File: src/rtl/stream_word_unpacker.sv
// Stream word unpacker: buffers IN_W-bit words in a small FIFO and presents
// them one ELEM_W-bit element per cycle. It also flags the last element of
// each FRAME_LEN-element frame and counts completed frames.
module stream_word_unpacker #(
  parameter int IN_W       = 32,
  parameter int ELEM_W     = 8,
  parameter int FIFO_DEPTH = 4,
  parameter int LSB_FIRST  = 1,
  parameter int FRAME_LEN  = 784
) (
  input  logic              clock,
  input  logic              reset,
  input  logic [IN_W-1:0]   in_data,
  input  logic              in_valid,
  output logic              upstream_stall,
  output logic [ELEM_W-1:0] out_data,
  output logic              out_valid,
  output logic              out_last,
  input  logic              downstream_stall,
  output logic [15:0]       frame_count
);

  localparam int ELEMS  = IN_W / ELEM_W;
  localparam int LANE_W = (ELEMS > 1) ? $clog2(ELEMS) : 1;
  localparam int PTR_W  = $clog2(FIFO_DEPTH);
  localparam int CNT_W  = PTR_W + 1;
  localparam int FCNT_W = (FRAME_LEN > 1) ? $clog2(FRAME_LEN) : 1;

  localparam logic [LANE_W-1:0] LAST_LANE = LANE_W'(ELEMS - 1);
  localparam logic [FCNT_W-1:0] LAST_ELEM = FCNT_W'((FRAME_LEN > 0) ? FRAME_LEN - 1 : 0);
  localparam logic [CNT_W-1:0]  FULL_CNT  = CNT_W'(FIFO_DEPTH);

  logic [IN_W-1:0]   r_mem [FIFO_DEPTH];
  logic [PTR_W-1:0]  r_wr_ptr;
  logic [PTR_W-1:0]  r_rd_ptr;
  logic [CNT_W-1:0]  r_count;

  logic [IN_W-1:0]   r_word;
  logic [LANE_W-1:0] r_lane;
  logic              r_out_valid;
  logic [ELEM_W-1:0] r_out_data;
  logic              r_out_last;
  logic [FCNT_W-1:0] r_elem_cnt;
  logic [15:0]       r_frame_count;

  logic              w_full;
  logic              w_empty;
  logic              w_push;
  logic              w_pop;
  logic              w_xfer;
  logic              w_last_lane_xfer;
  logic              w_valid_next;
  logic [FCNT_W-1:0] w_cnt_next;
  logic [IN_W-1:0]   w_head;

  // Lane k of a word, in either lane order.
  function automatic logic [ELEM_W-1:0] f_lane(input logic [IN_W-1:0] word,
                                               input logic [LANE_W-1:0] lane);
    int idx;
    idx = int'(lane);
    if (LSB_FIRST != 0) return word[idx*ELEM_W +: ELEM_W];
    else                return word[IN_W-1-idx*ELEM_W -: ELEM_W];
  endfunction

  assign w_full           = (r_count == FULL_CNT);
  assign w_empty          = (r_count == '0);
  assign w_push           = in_valid && !w_full;
  assign w_xfer           = r_out_valid && !downstream_stall;
  assign w_last_lane_xfer = w_xfer && (r_lane == LAST_LANE);
  // Refill the unpack register on the same edge its last lane leaves, so
  // consecutive words stream without a bubble.
  assign w_pop            = (!r_out_valid || w_last_lane_xfer) && !w_empty;
  assign w_head           = r_mem[r_rd_ptr];

  // Next-cycle view of the presented element, used to register out_last.
  always_comb begin
    w_valid_next = r_out_valid;
    if (w_pop)                 w_valid_next = 1'b1;
    else if (w_last_lane_xfer) w_valid_next = 1'b0;
    w_cnt_next = r_elem_cnt;
    if (w_xfer) w_cnt_next = (r_elem_cnt == LAST_ELEM) ? '0 : r_elem_cnt + 1'b1;
  end

  // FIFO storage; contents are don't-care while the occupancy count is zero.
  always_ff @(posedge clock) begin
    if (w_push) r_mem[r_wr_ptr] <= in_data;
  end

  // FIFO pointers and occupancy.
  always_ff @(posedge clock) begin
    if (reset) begin
      r_wr_ptr <= '0;
      r_rd_ptr <= '0;
      r_count  <= '0;
    end else begin
      if (w_push) r_wr_ptr <= r_wr_ptr + 1'b1;
      if (w_pop)  r_rd_ptr <= r_rd_ptr + 1'b1;
      case ({w_push, w_pop})
        2'b10:   r_count <= r_count + 1'b1;
        2'b01:   r_count <= r_count - 1'b1;
        default: r_count <= r_count;
      endcase
    end
  end

  // Unpack register: load a fresh word at lane 0 or step to the next lane.
  always_ff @(posedge clock) begin
    if (reset) begin
      r_word      <= '0;
      r_lane      <= '0;
      r_out_valid <= 1'b0;
      r_out_data  <= '0;
    end else if (w_pop) begin
      r_word      <= w_head;
      r_lane      <= '0;
      r_out_valid <= 1'b1;
      r_out_data  <= f_lane(w_head, '0);
    end else if (w_xfer) begin
      if (r_lane == LAST_LANE) begin
        r_out_valid <= 1'b0;
      end else begin
        r_lane     <= r_lane + 1'b1;
        r_out_data <= f_lane(r_word, r_lane + 1'b1);
      end
    end
  end

  // Frame position, last-element flag and completed-frame counter.
  always_ff @(posedge clock) begin
    if (reset || FRAME_LEN == 0) begin
      r_elem_cnt    <= '0;
      r_out_last    <= 1'b0;
      r_frame_count <= '0;
    end else begin
      r_elem_cnt <= w_cnt_next;
      r_out_last <= w_valid_next && (w_cnt_next == LAST_ELEM);
      if (w_xfer && r_elem_cnt == LAST_ELEM) r_frame_count <= r_frame_count + 1'b1;
    end
  end

  assign upstream_stall = w_full;
  assign out_data       = r_out_data;
  assign out_valid      = r_out_valid;
  assign out_last       = r_out_last;
  assign frame_count    = r_frame_count;

endmodule

File: config.mk
export PLATFORM = sky130hd
export DESIGN_NAME = stream_word_unpacker
export DESIGN_NICKNAME = d
export VERILOG_FILES = /design/src/rtl/stream_word_unpacker.sv
export SDC_FILE = /design/constraint.sdc
export NUM_CORES = 1
export LEC_CHECK = 0
export ABC_CLOCK_PERIOD_IN_PS = 3200
export CAP_MARGIN = 30
export CORE_ASPECT_RATIO = 1.4
export CORE_MARGIN = 2
export CORE_UTILIZATION = 35
export CTS_CLUSTER_DIAMETER = 50
export DETAILED_ROUTE_END_ITERATION = 8
export PLACE_DENSITY = 0.59
export SLEW_MARGIN = 20
export SYNTH_ARGS = -nofsm -noshare
export SYNTH_HDL_FRONTEND = slang
export SYNTH_SLANG_ARGS = --single-unit
File: constraint.sdc
create_clock -name clock -period 3.2 [get_ports clock]
set_clock_uncertainty 0.15 [all_clocks]
set_input_delay 0.96 -clock clock [delete_from_list [all_inputs] [get_ports clock]]
set_output_delay 0.96 -clock clock [all_outputs]
set_load 0.02 [all_outputs]
* Yosys cells after proc, flatten, opt, wreduce, memory -nomap -nowiden
Memories as Yosys holds them, arrays and structs flattened. A register that Yosys moved wholly into a read port is not among the register bits.
Cells that the tools add are included.
Widths: inputs -> output; s select.
** Word-level totals
- Bits in registers :: 77
- RAM bits :: 128
- Input port bits :: 36
- Output and inout bits :: 27
- Logic and storage cells :: 61
- Memories :: 1
** Cells by class
- $add $sub $neg :: 7
- Equality and inequality tests :: 7
- Shifts and indexed selects :: 1
- Multiplexer cells :: 15
- Bitwise gates (word level) :: 1
- Reductions and logical operators :: 19
** Memories
- r_mem :: words 4, bits a word 32, rd ports 1, clocked after memory_dff 1, wr ports 1, line 33 : logic [IN_W-1:0] r_mem [FIFO_DEPTH];
** Operator list (count)
- $shiftx 32x6->8 :: 1
- $mux 8 :: 3
- $eq 10x10->1 const B :: 2
- $mux 10 :: 2
- $add 16x1->16 const B :: 1
- $add 10x1->10 const B :: 1
- $mux 1 :: 7
- $add 2x1->2 const B :: 3
- $logic_and 1x1->1 :: 6
- $pmux 3 s2 :: 1
- $reduce_and 2->1 :: 3
- $reduce_bool 2->1 :: 3
- $eq 2x2->1 const B :: 2
- $logic_not 1->1 :: 4
- $mux 2 :: 2
- $add 3x1->3 const B :: 1
- $eq 3x3->1 const B :: 1
- $logic_not 3->1 :: 1
- $sub 3x1->3 const B :: 1
- $eq 2x1->1 const B :: 1
- $ne 2x2->1 const B :: 1
- $reduce_or 2->1 :: 1
- $logic_or 1x1->1 :: 1
- $not 1->1 :: 1

* Longest topological paths before layout
Gate-level depths: netlist of run 1.
- Depth after elaboration :: 7
- Gate-level depth with buffers :: 13
- Gate-level depth less buffers :: 10

* Worst setup path after synthesis of run 1
OpenSTA, ideal clock, no wires.
- Path type :: input to register
- Start :: in downstream_stall
- End :: reg r_count[2]
- Setup time :: 0.070 ns
- Arrival time :: 2.859 ns
- Data required time :: 2.980 ns
- Path slack :: 0.121 ns
- Cell stages on the path :: 11
- Buffers on the path :: 2
- Cell sequence :: nand2b_1 -> a21o_1 -> buf_2 -> inv_2 -> buf_2 -> ha_1 -> inv_1 -> fa_1 -> xor2_1 -> or3_1 -> a21oi_1
** Between the ends
- Word-level cells in the longest chain between the ends :: 7
- Elaborated cells on any way between the ends :: 9
- Those cells by class :: 2 x eq/ne; 1 x mux; 6 x reduce/logical
** Ends and longest elaborated chain
- start, declared :: line 19 : input logic downstream_stall,
- $logic_not 1->1 * :: line 68 : assign w_xfer = r_out_valid && !downstream_stall;
- $logic_and 1x1->1 * :: line 68
- $logic_and 1x1->1 * :: line 69 : assign w_last_lane_xfer = w_xfer && (r_lane == LAST_LANE);
- $logic_or 1x1->1 * :: line 72 : assign w_pop = (!r_out_valid || w_last_lane_xfer) && !w_empty;
- $logic_and 1x1->1 * :: line 72
- via w_pop :: line 49 : logic w_pop;
- $eq 2x1->1 or $eq 2x2->1 (tied branches) :: line 98 : case ({w_push, w_pop})
- $pmux 3 s2 or $reduce_bool 2->1 (tied branches)
- end signal, assigned :: line 99 : 2'b10: r_count <= r_count + 1'b1;
- end signal, assigned :: line 100 : 2'b01: r_count <= r_count - 1'b1;
- end signal, assigned :: line 101 : default: r_count <= r_count;
- end, declared :: line 36 : logic [CNT_W-1:0] r_count;
The timed path passes the listed nets; every way through them passes the cells marked *.
A chain may end at the register's enable or synchronous reset.

* Final worst setup path of run 1
- Start :: reg r_count[2]
- End :: out upstream_stall
** Between the ends
- Word-level cells in the longest chain between the ends :: 1
** Ends and longest elaborated chain
- $eq 3x3->1 :: line 65 : assign w_full = (r_count == FULL_CNT);
- end, declared :: line 15 : output logic upstream_stall,
No other way between the ends.

==> results of run 1 <==
[where the power goes]
| group | switching, µW | internal, µW | total (µW) |
|---|---|---|---|
| sequential | 249 | 3290 | 3540 |
| clock | 1000 | 1580 | 2580 |
| combinational | 999 | 811 | 1810 |
| total | 2250 | 5680 | 7930 |
[state kept, by name, indices dropped and copies added, names as in the netlist, named ones only]
register	flops
frame_count	16
out_data	8
out_last	1
out_valid	1
r_count	3
r_elem_cnt	10
r_lane	2
r_mem	128
r_rd_ptr	2
r_word	32
r_wr_ptr	2
[worst min-delay path: stages (launching register included)]
cell and delay, ps:
dfxtp_1 300, nand2_1 50, a21oi_1 50
[per-stage QoR]
step	total power (µW)	instance area [µm²]	utilization, %
after global placement	5390	9330	40.1
after global routing	8350	10100	43.3
after CTS	8050	10100	43.3
after detailed placement	5450	9330	40.1
final	7930	10100	43.3
after floorplan	4820	8290	-
[cell usage in the layout (no fill, tap or decap), types with 14 or more instances in the layout]
cell type	netlist	layout
edfxtp_1	128	128
clkdlybuf4s50_1	0	61
inv_1	14	14
mux4_2	40	40
clkbuf_16	0	24
o21ai_0	18	18
nor2_1	28	28
buf_4	0	14
a21oi_1	53	53
dfxtp_1	79	78
nand2_1	87	87
[worst min-delay path by stage]
stage	slack, ps	to
floorplan	280	r_word[24]$_SDFFE_PP0P_
global placement	290	r_word[1]$_SDFFE_PP0P_
detailed placement	290	r_word[2]$_SDFFE_PP0P_
CTS	300	r_word[2]$_SDFFE_PP0P_
global route	320	r_word[25]$_SDFFE_PP0P_
finish	300	r_word[2]$_SDFFE_PP0P_
[cell type report]
cell class                      instances  area, µm²
Clock inverter                          8        105
Multi-Input combinational cell        344       2640
Timing Repair Buffer                   81        821
Sequential cell                       207       5430
Tap cell                              306        383
Fill cell                            2117      13200
Inverter                               15       56.3
Clock buffer                           32        651
[metal layers]
layer / share of wire, % / vias up
met5: 0 / -
met4: 2.8 / 0
met3: 3.9 / 39
met2: 53 / 101
met1: 40 / 2457
li1: - / 2402
[cells by family (layout without fill, tap and decap cells)]
| logic type | count (synthesis) | count (layout) | share of synthesized area (%) |
|---|---|---|---|
| DFF | 207 | 207 | 65.4 |
| and+or+nand+nor | 182 | 182 | 10.9 |
| AOI/OAI and AO/OA | 96 | 96 | 6.76 |
| buffers and inverters | 52 | 136 | 2.69 |
| muxes | 44 | 44 | 11.4 |
| xor gates and xnor gates | 13 | 13 | 1.37 |
| adders and majority gates | 9 | 9 | 1.45 |
==> metrics.txt, run 1 <==
CP cell instances=nor3b_1, clkdlybuf4s50_1; clk_lat worst skew=500 ps; synthesized cell area=8290 µm²; Die ar.=24900 µm²; max capacitance violation total=0; setup violators final=0; drt pass-1 iters=4; Critical path buffers and inverters=1; CTS-repair resized insts=0; r2r endpoint=r_count[2]$_SDFFE_PP0P_; hold_sp=r_word[2]$_SDFFE_PP0P_; pins over their slew limit=0; Synth top area share=46.4%; cells on worst reg2reg path=9; initial antenna violation count=0; DRT Wirelength=16.3 mm; fin crit share=91.9%; cell depth of the worst min-delay path=2; diode count=0; synthesis warning total=0; largest cells by area after synthesis=edfxtp_1 46%, dfxtp_1 19%, mux4_2 11%; Placement Setup Slack=-56.0 ps; clk slew on worst S/H paths=60 ps; minimum clock period=2940 ps; Post-synth top cells=128 x edfxtp_1, 87 x nand2_1, 79 x dfxtp_1, 53 x a21oi_1, 40 x mux4_2; nets@finish=716; Ports=63; CP arrival=1830 ps; Syn Area/Cell=13.7 µm²; routed via count=4999; count leader, synth=edfxtp_1; CTS Root Cell=clkbuf_16; #FFs+latches synth=207; Required @ worst endpoint=2090 ps; LEAKAGE=0.00324 µW; CP endpoint=upstream_stall; Worst Path Max Fanout=4; WP depth=2; Die H=186 µm; Final HPWL DP=10.8 mm; Detail Route Antenna Nets=0; Main synth FF type=edfxtp_1; row cnt=66; Rel. slew slack=49.8%; Net Count, Synth=648; asr flop ratio synth=0%; worst slew pin tran=753 ps; Top delay family on crit path=buffers and inverters; Synth cell types=47; mean routed wirelength per cell=16.4 µm; status=complete, no violations; TritonCTS clock tree=yes; sequential fraction of the synthesis area=65.4%; reg2reg start=r_count[2]$_SDFFE_PP0P_; Worst setup EP type=output port; CTS buffer count=22; IO Port Bufs=62; EDFF count, synth=128; Sink Count=207; Setup Crit Path Kind=reg2out; Post-CTS Repair Setup Buffers=0; Final WS setup=261 ps; largest net degree at the start of global routing=51; clk buf depth=3; M1 GR Usage=15.4%; cell taking the most area after synthesis=edfxtp_1; Global Route Usage Sum=13.3%; Initial Utilization=35.6%; Worst Setup SP=r_count[2]$_SDFFE_PP0P_; gr busiest metal=met2; synthesized instance count=603; setup_tns=0 ps; DR iter-0 viols=224; HP Class=reg2reg; first-pass GRT wire length=26.3 mm; CP Launch Type=register; final std cells w/o fill=993; PD cells=787 nW/µm²; CTS H-tree lvls=1; Vias/cell=5.03; Final Hold Fails=0; cell total after placement=953; unrepaired setup endpoints after global routing=no; grt met3 use=1.96%; vias in the first global route=5117; die span in x=134 µm; share of layout cells above drive strength 1=14.3%; slowest CP cell=clkdlybuf4s50_1; routing usage on met2=25.1%; Reg2Reg Setup Slack=920 ps; CTS Hold Bufs=0; grt total ovfl=0; gpl congestion=0.822; Fmax achieved=0.340 GHz; # DRC=0; Layout area overhead=21.6%; Peak VDD IR=0.000422 V; worst hold slack=301 ps; Core Area=23300 µm²; slowest stage delay, CP=670 ps
(Power assumes the default switching activity.)
==> run 2, diff against run 1 <==
--- a/config.mk
+++ b/config.mk
@@ -13,6 +13,7 @@
 export CTS_CLUSTER_DIAMETER = 50
 export DETAILED_ROUTE_END_ITERATION = 8
 export PLACE_DENSITY = 0.59
+export SKIP_LAST_GASP = 1
 export SLEW_MARGIN = 20
 export SYNTH_ARGS = -nofsm -noshare
 export SYNTH_HDL_FRONTEND = slang
==> results of run 2 <==
The final DEF is identical to that of run 1; final timing and power are the same.
